## config.mk

```make
export PLATFORM = sky130hd
export DESIGN_NAME = seq_divider_8bit
export DESIGN_NICKNAME = d
export VERILOG_FILES = /design/src/rtl/seq_divider_8bit_pkg.sv /design/src/rtl/seq_divider_8bit_addsub.sv /design/src/rtl/seq_divider_8bit.sv
export SDC_FILE = /design/constraint.sdc
export NUM_CORES = 1
export LEC_CHECK = 0
export BUFFER_PORTS_ARGS = -buffer_cell sky130_fd_sc_hd__buf_2
export CAP_MARGIN = 20
export CORE_ASPECT_RATIO = 0.9
export CORE_MARGIN = 2
export CORE_UTILIZATION = 56
export CTS_CLUSTER_DIAMETER = 120
export CTS_CLUSTER_SIZE = 8
export DETAILED_ROUTE_END_ITERATION = 10
export PLACE_DENSITY = 0.79
export SLEW_MARGIN = 0
export SYNTH_ARGS = -nofsm -noshare
export SYNTH_HDL_FRONTEND = slang
export SYNTH_SLANG_ARGS = --single-unit
```

## constraint.sdc

```tcl
create_clock -name clk -period 3.4 [get_ports clk]
set_clock_uncertainty 0.05 [all_clocks]
set_input_delay 0.51 -clock clk [delete_from_list [all_inputs] [get_ports clk]]
set_output_delay 0.51 -clock clk [all_outputs]
set_load 0.05 [all_outputs]
```

## src/rtl/seq_divider_8bit_pkg.sv

```systemverilog
// Shared definitions for the sequential restoring divider: state encodings,
// default operand width and the quotient reported on a divide-by-zero.
package seq_divider_8bit_pkg;

  localparam int WIDTH_DEF = 8;

  localparam logic [1:0] ST_IDLE = 2'b00;
  localparam logic [1:0] ST_RUN  = 2'b01;
  localparam logic [1:0] ST_DONE = 2'b10;

  // Wide enough for any practical WIDTH; sliced down at the point of use.
  localparam logic [63:0] DBZ_QUOTIENT = '1;

endpackage

```

## src/rtl/seq_divider_8bit_addsub.sv

```systemverilog
// Combinational W-bit add/subtract: B is inverted by sub and sub is the carry-in,
// so sub=1 yields a - b in two's complement.
module addsub_nbit #(
  parameter int W = 9
) (
  input  logic [W-1:0] a,
  input  logic [W-1:0] b,
  input  logic         sub,
  output logic [W-1:0] y
);

  logic [W-1:0] b_x;

  assign b_x = b ^ {W{sub}};
  assign y   = a + b_x + W'(sub);

endmodule

```

## src/rtl/seq_divider_8bit.sv

```systemverilog
// Sequential unsigned restoring divider: one quotient bit per clock through a
// single shared (WIDTH+1)-bit subtractor, with a start/busy/done handshake.
module seq_divider_8bit
  import seq_divider_8bit_pkg::*;
#(
  parameter int WIDTH = WIDTH_DEF
) (
  input  logic             clk,
  input  logic             rst,
  input  logic             start,
  input  logic [WIDTH-1:0] dividend,
  input  logic [WIDTH-1:0] divisor,
  output logic [WIDTH-1:0] quotient,
  output logic [WIDTH-1:0] remainder,
  output logic             busy,
  output logic             done,
  output logic             div_by_zero
);

  localparam int CNT_W = $clog2(WIDTH);
  localparam logic [CNT_W-1:0] LAST = CNT_W'(WIDTH - 1);

  logic [1:0]       state;
  logic [CNT_W-1:0] count;
  logic [WIDTH-1:0] q_work;
  logic [WIDTH-1:0] r_work;
  logic [WIDTH-1:0] dvs;

  logic [WIDTH:0]   r_shift;
  logic [WIDTH:0]   trial;
  logic             trial_neg;
  logic [WIDTH-1:0] q_next;
  logic [WIDTH-1:0] r_next;

  // Q holds the not-yet-consumed dividend bits in its top and the growing
  // quotient in its bottom; its MSB feeds the partial remainder each step.
  assign r_shift = {r_work, q_work[WIDTH-1]};

  addsub_nbit #(.W(WIDTH + 1)) u_sub (
    .a   (r_shift),
    .b   ({1'b0, dvs}),
    .sub (1'b1),
    .y   (trial)
  );

  assign trial_neg = trial[WIDTH];
  assign q_next    = {q_work[WIDTH-2:0], ~trial_neg};
  // A stored remainder is always < divisor, so it fits in WIDTH bits.
  assign r_next    = trial_neg ? r_shift[WIDTH-1:0] : trial[WIDTH-1:0];

  assign busy = (state != ST_IDLE);

  always_ff @(posedge clk) begin
    if (state == ST_IDLE && start) begin
      q_work <= dividend;
      r_work <= '0;
      dvs    <= divisor;
    end else if (state == ST_RUN) begin
      q_work <= q_next;
      r_work <= r_next;
    end
  end

  always_ff @(posedge clk) begin
    if (rst) begin
      state       <= ST_IDLE;
      count       <= '0;
      quotient    <= '0;
      remainder   <= '0;
      done        <= 1'b0;
      div_by_zero <= 1'b0;
    end else begin
      done <= 1'b0;
      case (state)
        ST_IDLE: begin
          if (start) begin
            count       <= '0;
            div_by_zero <= 1'b0;
            state       <= ST_RUN;
          end
        end
        ST_RUN: begin
          // A zero divisor is resolved on the first RUN cycle, before any shift.
          if (dvs == '0) begin
            quotient    <= DBZ_QUOTIENT[WIDTH-1:0];
            remainder   <= q_work;
            div_by_zero <= 1'b1;
            done        <= 1'b1;
            state       <= ST_DONE;
          end else begin
            count <= count + 1'b1;
            if (count == LAST) begin
              quotient  <= q_next;
              remainder <= r_next;
              done      <= 1'b1;
              state     <= ST_DONE;
            end
          end
        end
        ST_DONE: state <= ST_IDLE;
        default: state <= ST_IDLE;
      endcase
    end
  end

endmodule
```

-- After elaboration in Yosys (flattened, before gate mapping)
Index checks and enable logic that the tools add are counted.
Widths: inputs -> output; s select.
- muxes and demuxes: 19
- bitwise gates (word level): 3
- add/sub/neg operators: 3
- reductions and logical operators: 12
- equality and inequality tests: 6
- operator list (operator ; count):
    $mux 8 ; 7
    $add 9x1->9 const B ; 1
    $add 9x9->9 ; 1
    $not 8->9 ; 1
    $logic_not 8->1 ; 1
    $reduce_bool 2->1 ; 4
    $mux 2 ; 3
    $mux 3 ; 2
    $pmux 3 s2 ; 1
    $reduce_and 3->1 ; 2
    $mux 1 ; 4
    $ne 2x2->1 const B ; 2
    $pmux 2 s2 ; 1
    $reduce_and 2->1 ; 2
    $add 3x1->3 const B ; 1
    $eq 3x3->1 const B ; 1
    $ne 3x1->1 const B ; 1
    $eq 2x1->1 const B ; 1
    $logic_not 2->1 ; 1
    $ne 2x1->1 const B ; 1
    $not 1->1 ; 2
    $pmux 1 s2 ; 1
    $reduce_or 2->1 ; 1
    $logic_and 1x1->1 ; 1
- word-level logic and storage cells: 52
- register bits after elaboration: 47
- output and inout port bits: 19
- input bits: 19

-- Depth between registers and ports, before layout
Gate-level depths: netlist of the first run.
- depth after elaboration: 6
- depth in mapped cells: 11
- depth with buffers taken out: 9

-- Cells and area by module
Synthesis of the first run repeated with hierarchy kept, for this count alone.
- cells, all modules: 236
- area total of the unflattened synthesis: 2391.0 um2
- by module, submodules not included (module ; cells an instance ; instances ; area an instance (um2) ; seq. area each (um2)):
    seq_divider_8bit ; 173 ; 1 ; 1901.8 ; 1101.1
    addsub_nbit ; 63 ; 1 ; 489.2 ; 0.0

-- Least setup slack after synthesis of the first run
OpenSTA, ideal clock, no wires.
- path kind: reg-to-reg
- from: register q_work[7]
- to: register remainder[5]
- buffers on the path: 0
- clock period less this slack: 2.737 ns
- cell stages (with the launch flop): 10
- setup slack: 0.663 ns
- library setup time: 0.086 ns
- arrival: 2.601 ns
- required time: 3.264 ns
- cell sequence: edfxtp_1 inv_1 ha_1 fa_1 nor2b_4 o31a_1 o311a_1 or3_1 or4_1 a211oi_1
- longest elaborated chain between the ends: 5
- RTL lines (what ; line ; RTL):
    start, declared ; seq_divider_8bit.sv:25 ; logic [WIDTH-1:0] q_work;
    start signal, assigned ; seq_divider_8bit.sv:55 ; q_work <= dividend;
    start signal, assigned ; seq_divider_8bit.sv:59 ; q_work <= q_next;
    $add 9x9->9 ; seq_divider_8bit_addsub.sv:15 ; assign y = a + b_x + W'(sub);
    $add 9x1->9 ; seq_divider_8bit_addsub.sv:15 ;
    $mux 8 ; seq_divider_8bit.sv:49 ; assign r_next = trial_neg ? r_shift[WIDTH-1:0] : trial[WIDTH-1:0];
    $mux 8 ; seq_divider_8bit.sv:92 ; if (count == LAST) begin
    $mux 8 ; seq_divider_8bit.sv:84 ; if (dvs == '0) begin
    end signal, assigned ; seq_divider_8bit.sv:86 ; remainder <= q_work;
    end signal, assigned ; seq_divider_8bit.sv:94 ; remainder <= r_next;
    end, declared ; seq_divider_8bit.sv:14 ; output logic [WIDTH-1:0] remainder,
No other way between the ends. The select of a mux whose other input is x is not followed.
A chain may end at the register's enable or synchronous reset.

-- Worst setup path in the final report of the first run
- from: register q_work[7]
- to: register remainder[1]
The elaborated chain is that of the path after synthesis.

==> results of run 1 <==
[how the worst min path moves through the flow]
stage | cells after the start | from | end | slack [ps]
finish | 1 | divisor[5] | dvs[5] | 330
global route | 1 | divisor[2] | dvs[2] | 310
CTS | 1 | divisor[2] | dvs[2] | 320
detailed placement | 2 | count[2] | count[2] | 420
global placement | 2 | count[1] | count[1] | 410
floorplan | 2 | count[1] | count[1] | 400
[layout by cell type (no fill, tap or decap), types with 2 or more instances in the layout]
| master | n |
|---|---|
| a211oi_1 | 9 |
| nor2b_1 | 4 |
| nand4_1 | 2 |
| nand2b_1 | 4 |
| dfxtp_1 | 31 |
| a21o_1 | 3 |
| nor3_1 | 4 |
| inv_1 | 12 |
| a21oi_1 | 5 |
| o21ai_0 | 12 |
| nor2_1 | 29 |
| nand2_1 | 39 |
| buf_2 | 37 |
| or3_1 | 4 |
| clkinv_2 | 2 |
| a211o_1 | 2 |
| and3_1 | 2 |
| edfxtp_1 | 16 |
| nor4_1 | 2 |
| mux2i_1 | 2 |
| o22ai_1 | 7 |
| a31oi_1 | 8 |
| nand3_1 | 30 |
| buf_4 | 7 |
| clkbuf_8 | 5 |
| xnor2_1 | 2 |
| ha_1 | 10 |
[layer usage]
layer  global-route usage [%]  wire length (microns)  vias to the layer above
met4                     7.78                    103                        0
met1                     34.1                   2500                      951
li1                         -                      -                     1042
met3                     4.45                    254                       11
met2                     36.8                   2470                       55
met5                        0                      0                        -
[where the power goes]
group	switching (uW)	internal, uW	total [uW]	leakage (uW)
clock	192	145	337	0.0000483
combinational	141	92.2	234	0.000766
sequential	32.7	621	654	0.000408
[state kept, by name (all words and copies together), names as in the netlist]
signal	count
remainder	8
done	1
state	2
div_by_zero	1
q_work	8
dvs	8
r_work	8
count	3
quotient	8
[stage by stage]
step | utilization (%) | setup WS (ps)
CTS | 66.2 | 476
floorplan | - | 663
detailed placement | 64.1 | 505
global route | 66.2 | 324
global placement | 64.1 | 575
finish | 66.2 | 458
[logic make-up (layout without fill, tap and decap cells)]
| kind of cell | Yosys count | after routing |
|---|---|---|
| AND/OR/NAND/NOR | 124 | 124 |
| AO/OA/AOI/OAI | 57 | 57 |
| flip-flops | 47 | 47 |
| buffers and inverters | 27 | 64 |
| adder cells (fa/ha/maj) | 11 | 11 |
| XOR/XNOR | 3 | 3 |
| multiplexers | 2 | 2 |
[worst max-delay path, delay by kind of cell, from the launching register on]
kind,cells,cell delay [ps]
AND/OR/NAND/NOR,3,820
buffers and inverters,2,270
flip-flops,1,430
AO/OA/AOI/OAI,3,860
adder cells (fa/ha/maj),2,410
[layout make-up]
class	count	share of cell area, %
Tap cell	48	2.24
Multi-Input combinational cell	197	42.9
Clock buffer	5	2.57
Inverter	12	1.68
Sequential cell	47	41.1
Clock inverter	3	0.700
Timing Repair Buffer	44	8.87
==> metrics.md, run 1 <==
| Metric | Value |
|---|---|
| CTS sink count | 47 |
| Total Power | 1220 uW |
| Vias in the first global route | 1836 |
| Ranking of synthesized cells by area | dfxtp_1 (26%), edfxtp_1 (20%), nand3_1 (6.4%) |
| Critical path's most frequent cell | or3_1 |
| Post-synth ARST share | 0% |
| Primary FF master, synth | dfxtp_1 |
| Reg2Reg Setup Slack | 460 ps |
| Final GP Congestion | 0.891 |
| Input/output buffers | 37 |
| Pin count of the biggest net entering global routing | 25 |
| Outcome | finished, final reports clean |
| Period utilization | 86.5% |
| Setup TNS | 0 ps |
| Drt drc | 0 |
| Top cells by count, synth | nand2_1 (39), dfxtp_1 (31), nand3_1 (30), nor2_1 (29), edfxtp_1 (16) |
| Synthesized area | 2350 sq um |
| WP data required | 3570 ps |
| Post-CTS setup buffer count | 0 |
| Layout area overhead | 13.9% |
| Largest family of logic cells by synthesized area | simple AND/OR/NAND/NOR gates |
| CTS resizes | 0 |
| Inst Count DP | 348 |
| Max Cap Viol | 0 |
| Vias post-DR | 2059 |
| Area leader, netlist | dfxtp_1 |
| Worst Setup SP | q_work[7] |
| Warning count from the yosys run | 0 |
| Layout cells sized above 1 | 17.9% |
| WL final | 5.32 mm |
| Mapped Cells | 271 |
| Fin crit period | 2940 ps |
| Worst-margin pin slew | 672 ps |
| R2R Path End | remainder[1] |
| Final ANT Viol Nets | 0 |
| Max-slew violations | 0 |
| Sequential area share after synthesis | 46.8% |
| Htree depth | 2 |
| CTS max path bufs | 2 |
| Die area | 4740 sq um |
| Die Width | 72.3 microns |
| Final hold vios | 0 |
| Drt pass-1 iters | 4 |
| Slew headroom | 55.1% |
| Final Instance Count excl. Fillers | 356 |
| Fill cells | 355 |
| Area after DPL | 2590 sq um |
| Hold Buf Count CTS | 0 |
| Clk_lat worst skew | 300 ps |
| Ordered list of cells on the worst path | inv_1 > ha_1 > fa_1 > nor2b_4 > o31a_1 > o311a_1 > or3_1 > buf_4 > or3_1 > a211oi_1 |
| Finished Cell Area | 2680 sq um |
| Final #Nets | 337 |
| Pwr Density | 457 nW/um^2 |
| Register area | 1100 sq um |
| Post-synthesis compound-gate area fraction | 16.3% |
| Clock slew at reported path FFs | 90 ps |
| Synth top area share | 26.4% |
| Start of the worst register-to-register path | q_work[7] |
| Worst-path fanout max | 11 |
| Syn nets | 301 |
| Starting Density | 58.2% |
| Clock Root Buffer | clkbuf_8 |
| HP Class | in -> reg |
| Arrival time at the worst endpoint | 3110 ps |
| R2r worst-path depth | 10 |
| Top Ports | 38 |
| RSZ-0062 raised after global routing | false |
| DR vias/cell | 5.78 |
| Num CTS Buffers | 5 |
| CP Launch Type | register |
| Leak | 0.00122 uW |
| Synth Register Bits | 47 |
| Synth unique cells | 43 |
| TritonCTS clock tree | built |
| EDFF count, synth | 16 |
| Final Setup Violations | 0 |
| Crit path to | remainder[1] |
| Initial antenna violation count | 0 |
| Adder-cell share of the synthesized area | 6.17% |
| Wire length per cell | 14.9 microns |
| Core Rows | 22 |
| Post-Synth Simple-Gate Area | 24.3% |
| Dpl hpwl | 3.89 mm |
| WS Path Type | reg -> reg |
| Worst Setup End Kind | register |
| Die Ht | 65.5 microns |
| Fmax | 340 MHz |
| Initial DRC Count | 207 |
| First-pass GRT wire length | 8.67 mm |
| VDD IR-drop max | 371 uV |
| Core area | 4050 sq um |
| Total GRT Usage | 24.0% |
| Top-count cell post-synth | nand2_1 |
| Xor/xnor cell area share of the yosys netlist | 1.12% |
| Area of the multi-input gates | 1150 sq um |
| Synthesized area per cell | 8.68 sq um |
| Crit-path max cell delay | 430 ps |
| Slowest stage cell, crit path | edfxtp_1 |
| Remaining global-route overflow | 0 |
| N_diodes | 0 |
| Mux cell area share after synthesis | 0.851% |
| Final Hold Slack | 325 ps |
Note: power is estimated with default switching activity, not from simulation.
==> run 2: changes to the inputs <==
--- a/config.mk
+++ b/config.mk
@@ -9,11 +9,12 @@
 export CAP_MARGIN = 20
 export CORE_ASPECT_RATIO = 0.9
 export CORE_MARGIN = 2
-export CORE_UTILIZATION = 56
+export CORE_UTILIZATION = 58
+export CTS_BUF_LIST = sky130_fd_sc_hd__clkbuf_4
 export CTS_CLUSTER_DIAMETER = 120
 export CTS_CLUSTER_SIZE = 8
 export DETAILED_ROUTE_END_ITERATION = 10
-export PLACE_DENSITY = 0.79
+export PLACE_DENSITY = 0.82
 export SLEW_MARGIN = 0
 export SYNTH_ARGS = -nofsm -noshare
 export SYNTH_HDL_FRONTEND = slang
==> run 2 against run 1 <==
Combinational power about the same. Die area down 3.3%. Sequential share of layout area up 0.35 points. Power down 1.4%. First-iteration DRC count up 9.2%. Critical path depth down 1. Cell area down 0.84%. Hold slack worse by 38 ps. Critical endpoint is now remainder[5].
==> metrics.md, run 2 (synthesis results as in run 1) <==
| Metric | Value |
|---|---|
| Outcome | finished, final reports clean |
| R2R Path End | remainder[5] |
| Core area | 3810 sq um (-5.8%) |
| Setup WS post-layout | 320 ps (-138 ps) |
| Start of the worst register-to-register path | q_work[7] |
| Drt pass-1 iters | 5 (+1) |
| Layout cells sized above 1 | 17.3% (-0.54 points) |
| CTS max path bufs | 2 (unchanged) |
| Final Instance Count excl. Fillers | 352 (-1.1%) |
| Worst Setup SP | q_work[7] |
| Die area | 4580 sq um (-3.3%) |
| Max Cap Viol | 0 (unchanged) |
| Clock slew at reported path FFs | 130 ps (+40 ps) |
| Clk_lat worst skew | 340 ps (+40 ps) |
| Final core occ | 69.8% (+3.5 points) |
| CP Launch Type | register |
| Finished Cell Area | 2660 sq um (-0.84%) |
| Initial DRC Count | 226 (+9.2%) |
| RSZ-0062 raised after global routing | false |
| Pin count of the biggest net entering global routing | 25 (unchanged) |
| Setup TNS | 0 ps (unchanged) |
| DR vias/cell | 5.91 (+2.2%) |
| Vias in the first global route | 1875 (+2.1%) |
| Final #Nets | 336 (-0.30%) |
| Top Ports | 38 (unchanged) |
| Commonest cells after routing, fill and taps aside | nand2_1 (39), buf_2 (37), dfxtp_1 (31) |
| Worst-path fanout max | 8 (-3) |
| WS Path Type | reg -> reg |
| Remaining global-route overflow | 0 (unchanged) |
| Dpl hpwl | 3.75 mm (-3.6%) |
| Setup slack after placement | 374 ps (-132 ps) |
| Arrival time at the worst endpoint | 3290 ps (+180 ps) |
| Fin crit period | 3080 ps (+138 ps) |
| R2r worst-path depth | 9 (-1) |
| Final Setup Violations | 0 (unchanged) |
| Crit path to | remainder[5] |
| TritonCTS clock tree | built |
| N_diodes | 0 (unchanged) |
| Most common cell after layout, fill and taps aside | nand2_1 |
| Vias post-DR | 2081 (+1.1%) |
| HP Class | in -> reg |
| Starting Density | 61.8% (+3.6 points) |
| VDD IR-drop max | 387 uV (+4.3%) |
| First-pass GRT wire length | 8.61 mm (-0.71%) |
| Die Ht | 64.4 microns (-1.6%) |
| Reg2Reg Setup Slack | 320 ps (-140 ps) |
| Pwr Density | 454 nW/um^2 (-0.60%) |
| Area after DPL | 2580 sq um (-0.39%) |
| CTS sink count | 47 (unchanged) |
| Core Rows | 21 (-4.5%) |
| Final GP Congestion | 0.953 (+6.9%) |
| Initial antenna violation count | 0 (unchanged) |
| Fmax | 325 MHz (-4.5%) |
| Wire length per cell | 14.6 microns (-2.3%) |
| Htree depth | 2 (unchanged) |
| Leak | 0.00121 uW (-0.88%) |
| Worst Setup End Kind | register |
| Final ANT Viol Nets | 0 (unchanged) |
| Period utilization | 90.6% (+4.1 points) |
| Drt drc | 0 (unchanged) |
| CTS resizes | 0 (unchanged) |
| WP data required | 3610 ps (+40 ps) |
| Worst-margin pin slew | 674 ps (+1.70 ps) |
| Input/output buffers | 37 (unchanged) |
| Layout area overhead | 12.9% |
| Slew headroom | 55.0% (-0.11 points) |
| WL final | 5.14 mm (-3.4%) |
| Final hold vios | 0 (unchanged) |
| Die Width | 71.1 microns (-1.6%) |
| Inst Count DP | 345 (-0.86%) |
| Max-slew violations | 0 (unchanged) |
| Hold Buf Count CTS | 0 (unchanged) |
| Total GRT Usage | 23.4% (-0.51 points) |
| Num CTS Buffers | 5 (unchanged) |
| Post-CTS setup buffer count | 0 (unchanged) |
| Clock Root Buffer | clkbuf_4 |
run 2: cell count changes in the layout (fill, tap and decap cells not counted), sizes merged:
cell / previous run / this run
buf: 44 / 43
bufinv: 0 / 1
clkinv: 2 / 0
clkbuf: 5 / 6
inv: 13 / 12
run 2: per-layer routing:
layer,part of all wire (%),global-route usage (%),vias to the layer above
met5,0,0,-
met1,46,34.6,953
met3,6.7,4.04,8
met4,1.3,5.19,0
met2,46,36.2,79
li1,-,-,1041
run 2: area by class of cell:
cell class	count	area, sq um
Clock buffer	6	45.0
Clock inverter	1	30.0
Fill cell	303	1150
Inverter	12	45.0
Multi-Input combinational cell	197	1150
Sequential cell	47	1100
Tap cell	46	57.6
Timing Repair Buffer	43	230
run 2: stage by stage:
| step | hold slack [ps] | power [uW] |
|---|---|---|
| 6_report | 287 | 1210 |
| 5_1_grt | 260 | 1270 |
| 4_1_cts | 275 | 1210 |
| 3_5_place_dp | 423 | 894 |
| 3_3_place_gp | 407 | 888 |
| 2_1_floorplan | 402 | 827 |
run 2: worst min-delay path by stage:
stage                          start       end  cells past startpoint
after floorplan             count[1]  count[1]                      2
after global placement      count[1]  count[1]                      2
after detailed placement    count[1]  count[1]                      2
after CTS                 divisor[0]    dvs[0]                      1
after global routing      divisor[3]    dvs[3]                      1
final                     divisor[6]    dvs[6]                      1
run 2: power breakdown:
group          leakage [uW]  switching (uW)  internal, uW
sequential         0.000408            31.2           621
clock             0.0000417             162           160
combinational      0.000762             141          91.1
total               0.00121             334           872
run 2: critical path, stage by stage (launching register included):
cell,delay [ps]
edfxtp_1,460
inv_1,80
ha_1,180
fa_1,260
nor2b_4,60
o31a_1,270
o311a_1,350
or3_1,510
or4_1,560
a211oi_1,220
==> run 3: changes to the inputs <==
--- a/config.mk
+++ b/config.mk
@@ -14,8 +14,9 @@
 export CTS_CLUSTER_DIAMETER = 120
 export CTS_CLUSTER_SIZE = 8
 export DETAILED_ROUTE_END_ITERATION = 10
-export PLACE_DENSITY = 0.82
+export PLACE_DENSITY = 0.81
 export SLEW_MARGIN = 0
 export SYNTH_ARGS = -nofsm -noshare
 export SYNTH_HDL_FRONTEND = slang
+export SYNTH_HIERARCHICAL = 1
 export SYNTH_SLANG_ARGS = --single-unit
==> run 3 against run 2 <==
Wire length decreased by 5.0%. Highest routed layer unchanged. Synthesized cell count down 13%. Utilization fell by 3.3 points. Worst setup slack worse by 100 ps.
==> metrics.md, run 3 <==
| Metric | Value |
|---|---|
| Initial DRC Count | 96 (-58%) |
| Synthesized area | 2390 sq um (+1.6%) |
| Final ANT Viol Nets | 0 (unchanged) |
| Sequential area share after synthesis | 46.0% (-0.73 points) |
| Leak | 0.00125 uW (+3.2%) |
| Commonest cells after routing, fill and taps aside | buf_2 (37), dfxtp_1 (31), nand2_1 (26) |
| Total GRT Usage | 21.4% (-2.0 points) |
| Top Ports | 38 (unchanged) |
| Final #Nets | 302 (-10%) |
| Xor/xnor cell area share of the yosys netlist | 5.49% (+4.4 points) |
| Area of the multi-input gates | 1210 sq um (+5.1%) |
| TritonCTS clock tree | built |
| WL final | 4.88 mm (-5.0%) |
| Outcome | finished, final reports clean |
| Start of the worst register-to-register path | dvs[1] |
| Pwr Density | 524 nW/um^2 (+15%) |
| Period utilization | 93.6% (+3.0 points) |
| Max-slew violations | 0 (unchanged) |
| Worst Setup SP | dvs[1] |
| Area leader, netlist | dfxtp_1 |
| Clock slew at reported path FFs | 130 ps (about the same) |
| Die area | 4650 sq um (+1.5%) |
| Worst-margin pin slew | 768 ps (+93.9 ps) |
| Hold Path Origin | divisor[0] |
| Ranking of synthesized cells by area | dfxtp_1 (26%), edfxtp_1 (20%), ha_1 (4.7%) |
| Vias post-DR | 1867 (-10%) |
| First-pass GRT wire length | 7.70 mm (-11%) |
| Post-synth ARST share | 0% (unchanged) |
| Register area | 1100 sq um (unchanged) |
| Layout cells sized above 1 | 23.7% (+6.4 points) |
| WS Path Type | reg -> reg |
| Remaining global-route overflow | 0 (unchanged) |
| Clk_lat worst skew | 350 ps (about the same) |
| Final hold vios | 0 (unchanged) |
| Top-count cell post-synth | dfxtp_1 |
| Synth unique cells | 44 (+2.3%) |
| Max Cap Viol | 0 (unchanged) |
| Pin count of the biggest net entering global routing | 24 (-4.0%) |
| RSZ-0062 raised after global routing | false |
| Setup TNS | 0 ps (unchanged) |
| CTS sink count | 47 (unchanged) |
| Mux cell area share after synthesis | 3.92% (+3.1 points) |
| Fin crit period | 3180 ps (+102 ps) |
| Grt peak-use layer | met2 |
| CTS max path bufs | 2 (unchanged) |
| Syn nets | 265 (-12%) |
| Synthesized area per cell | 10.1 sq um (+17%) |
| CTS resizes | 0 (unchanged) |
| Core area | 4020 sq um (+5.5%) |
| Synth top area share | 26.0% (-0.41 points) |
| N_diodes | 0 (unchanged) |
| Worst-path fanout max | 6 (-2) |
| Final Setup Violations | 0 (unchanged) |
| Num CTS Buffers | 5 (unchanged) |
| Fill cells | 315 (+4.0%) |
| Top cells by count, synth | dfxtp_1 (31), nand2_1 (26), edfxtp_1 (16), nor2_1 (16), nand3_1 (11) |
| R2r worst-path depth | 11 (+2) |
| DR vias/cell | 5.80 (-1.9%) |
| Starting Density | 59.5% (-2.3 points) |
| Warning count from the yosys run | 6 (+6) |
| Post-synthesis compound-gate area fraction | 16.6% (+0.32 points) |
| Largest family of logic cells by synthesized area | simple AND/OR/NAND/NOR gates |
| CP Launch Type | register |
| Synth Register Bits | 47 (unchanged) |
| Hold path depth | 1 (unchanged) |
| HP Class | in -> reg |
| Adder-cell share of the synthesized area | 5.55% (-0.62 points) |
| WP data required | 3610 ps (about the same) |
| Met3 Use GR | 5.29% (+1.2 points) |
| Vias in the first global route | 1665 (-11%) |
| Most common cell after layout, fill and taps aside | buf_2 |
| Mapped Cells | 236 (-13%) |
| Post-Synth Simple-Gate Area | 18.5% (-5.9 points) |
| Initial antenna violation count | 0 (unchanged) |
| Die Ht | 64.9 microns (+0.74%) |
| Hold Buf Count CTS | 0 (unchanged) |
| Final Hold Slack | 273 ps (-14.5 ps) |
| EDFF count, synth | 16 (unchanged) |
| VDD IR-drop max | 378 uV (-2.3%) |
| Input/output buffers | 37 (unchanged) |
| Die Width | 71.7 microns (+0.75%) |
| Htree depth | 2 (unchanged) |
| Core Rows | 22 (+4.8%) |
| Clock Root Buffer | clkbuf_4 |
| Slew headroom | 48.7% (-6.2 points) |
| Layout area overhead | 11.7% |
| Met2 usage | 32.2% (-4.1 points) |
| Drt drc | 0 (unchanged) |
| Worst Setup End Kind | register |
| Post-CTS setup buffer count | 0 (unchanged) |
| Dpl hpwl | 3.72 mm (-0.91%) |
| Fmax | 314 MHz (-3.2%) |
| M1 GR Usage | 30.9% (-3.7 points) |
| Wire length per cell | 15.2 microns (+3.8%) |
| Final GP Congestion | 0.838 (-12%) |
| Primary FF master, synth | dfxtp_1 |
| Arrival time at the worst endpoint | 3400 ps (+110 ps) |
| Drt pass-1 iters | 4 (-1) |
run 3: worst max-delay path, stage by stage (launching register included):
cell      delay, ps
edfxtp_1        430
xor2_1          210
inv_1            90
fa_1            470
nor2b_4         140
o31a_1          170
o41ai_2          90
xnor2_1         530
buf_4           280
mux2i_1         270
nor3_1           90
a211o_1         270
run 3: worst paths after layout:
| kind | end | slack [ps] |
|---|---|---|
| min reg2reg | remainder[2] | 430 |
| min | dvs[0] | 270 |
| max | remainder[0] | 220 |
| max reg2reg | remainder[0] | 220 |
run 3: per-layer routing:
layer,routed length (microns),share of wire (%)
met5,0,0
met4,42,0.86
met3,292,6.0
met2,2230,46
met1,2320,47
run 3: cells by family after synthesis:
group / count (synthesis)
simple gates: 84
flops: 47
compound gates: 49
mux: 9
other cells: 2
fa+ha+maj: 10
xor+xnor: 15
buf+inv: 20
run 3: area by class of cell:
cell class | count | area share [%]
Clock inverter | 2 | 0.468
Inverter | 10 | 1.41
Timing Repair Buffer | 40 | 7.78
Sequential cell | 47 | 41.2
Tap cell | 48 | 2.25
Clock buffer | 6 | 1.69
Multi-Input combinational cell | 169 | 45.2
run 3: power by group:
group	internal (uW)	switching (uW)
Clock	88.0	171
Combinational	199	266
Sequential	635	40.7
run 3: metrics by stage:
stage               utilization [%]  area (sq um)  power, uW  std cells  setup slack [ps]
CTS                            66.5          2670       1400        322               265
global route                   66.5          2670       1480        322               129
floorplan                         -          2390       1040        236               523
finish                         66.5          2670       1400        322               218
global placement               65.0          2610       1140        314               450
detailed placement             65.0          2610       1150        314               291
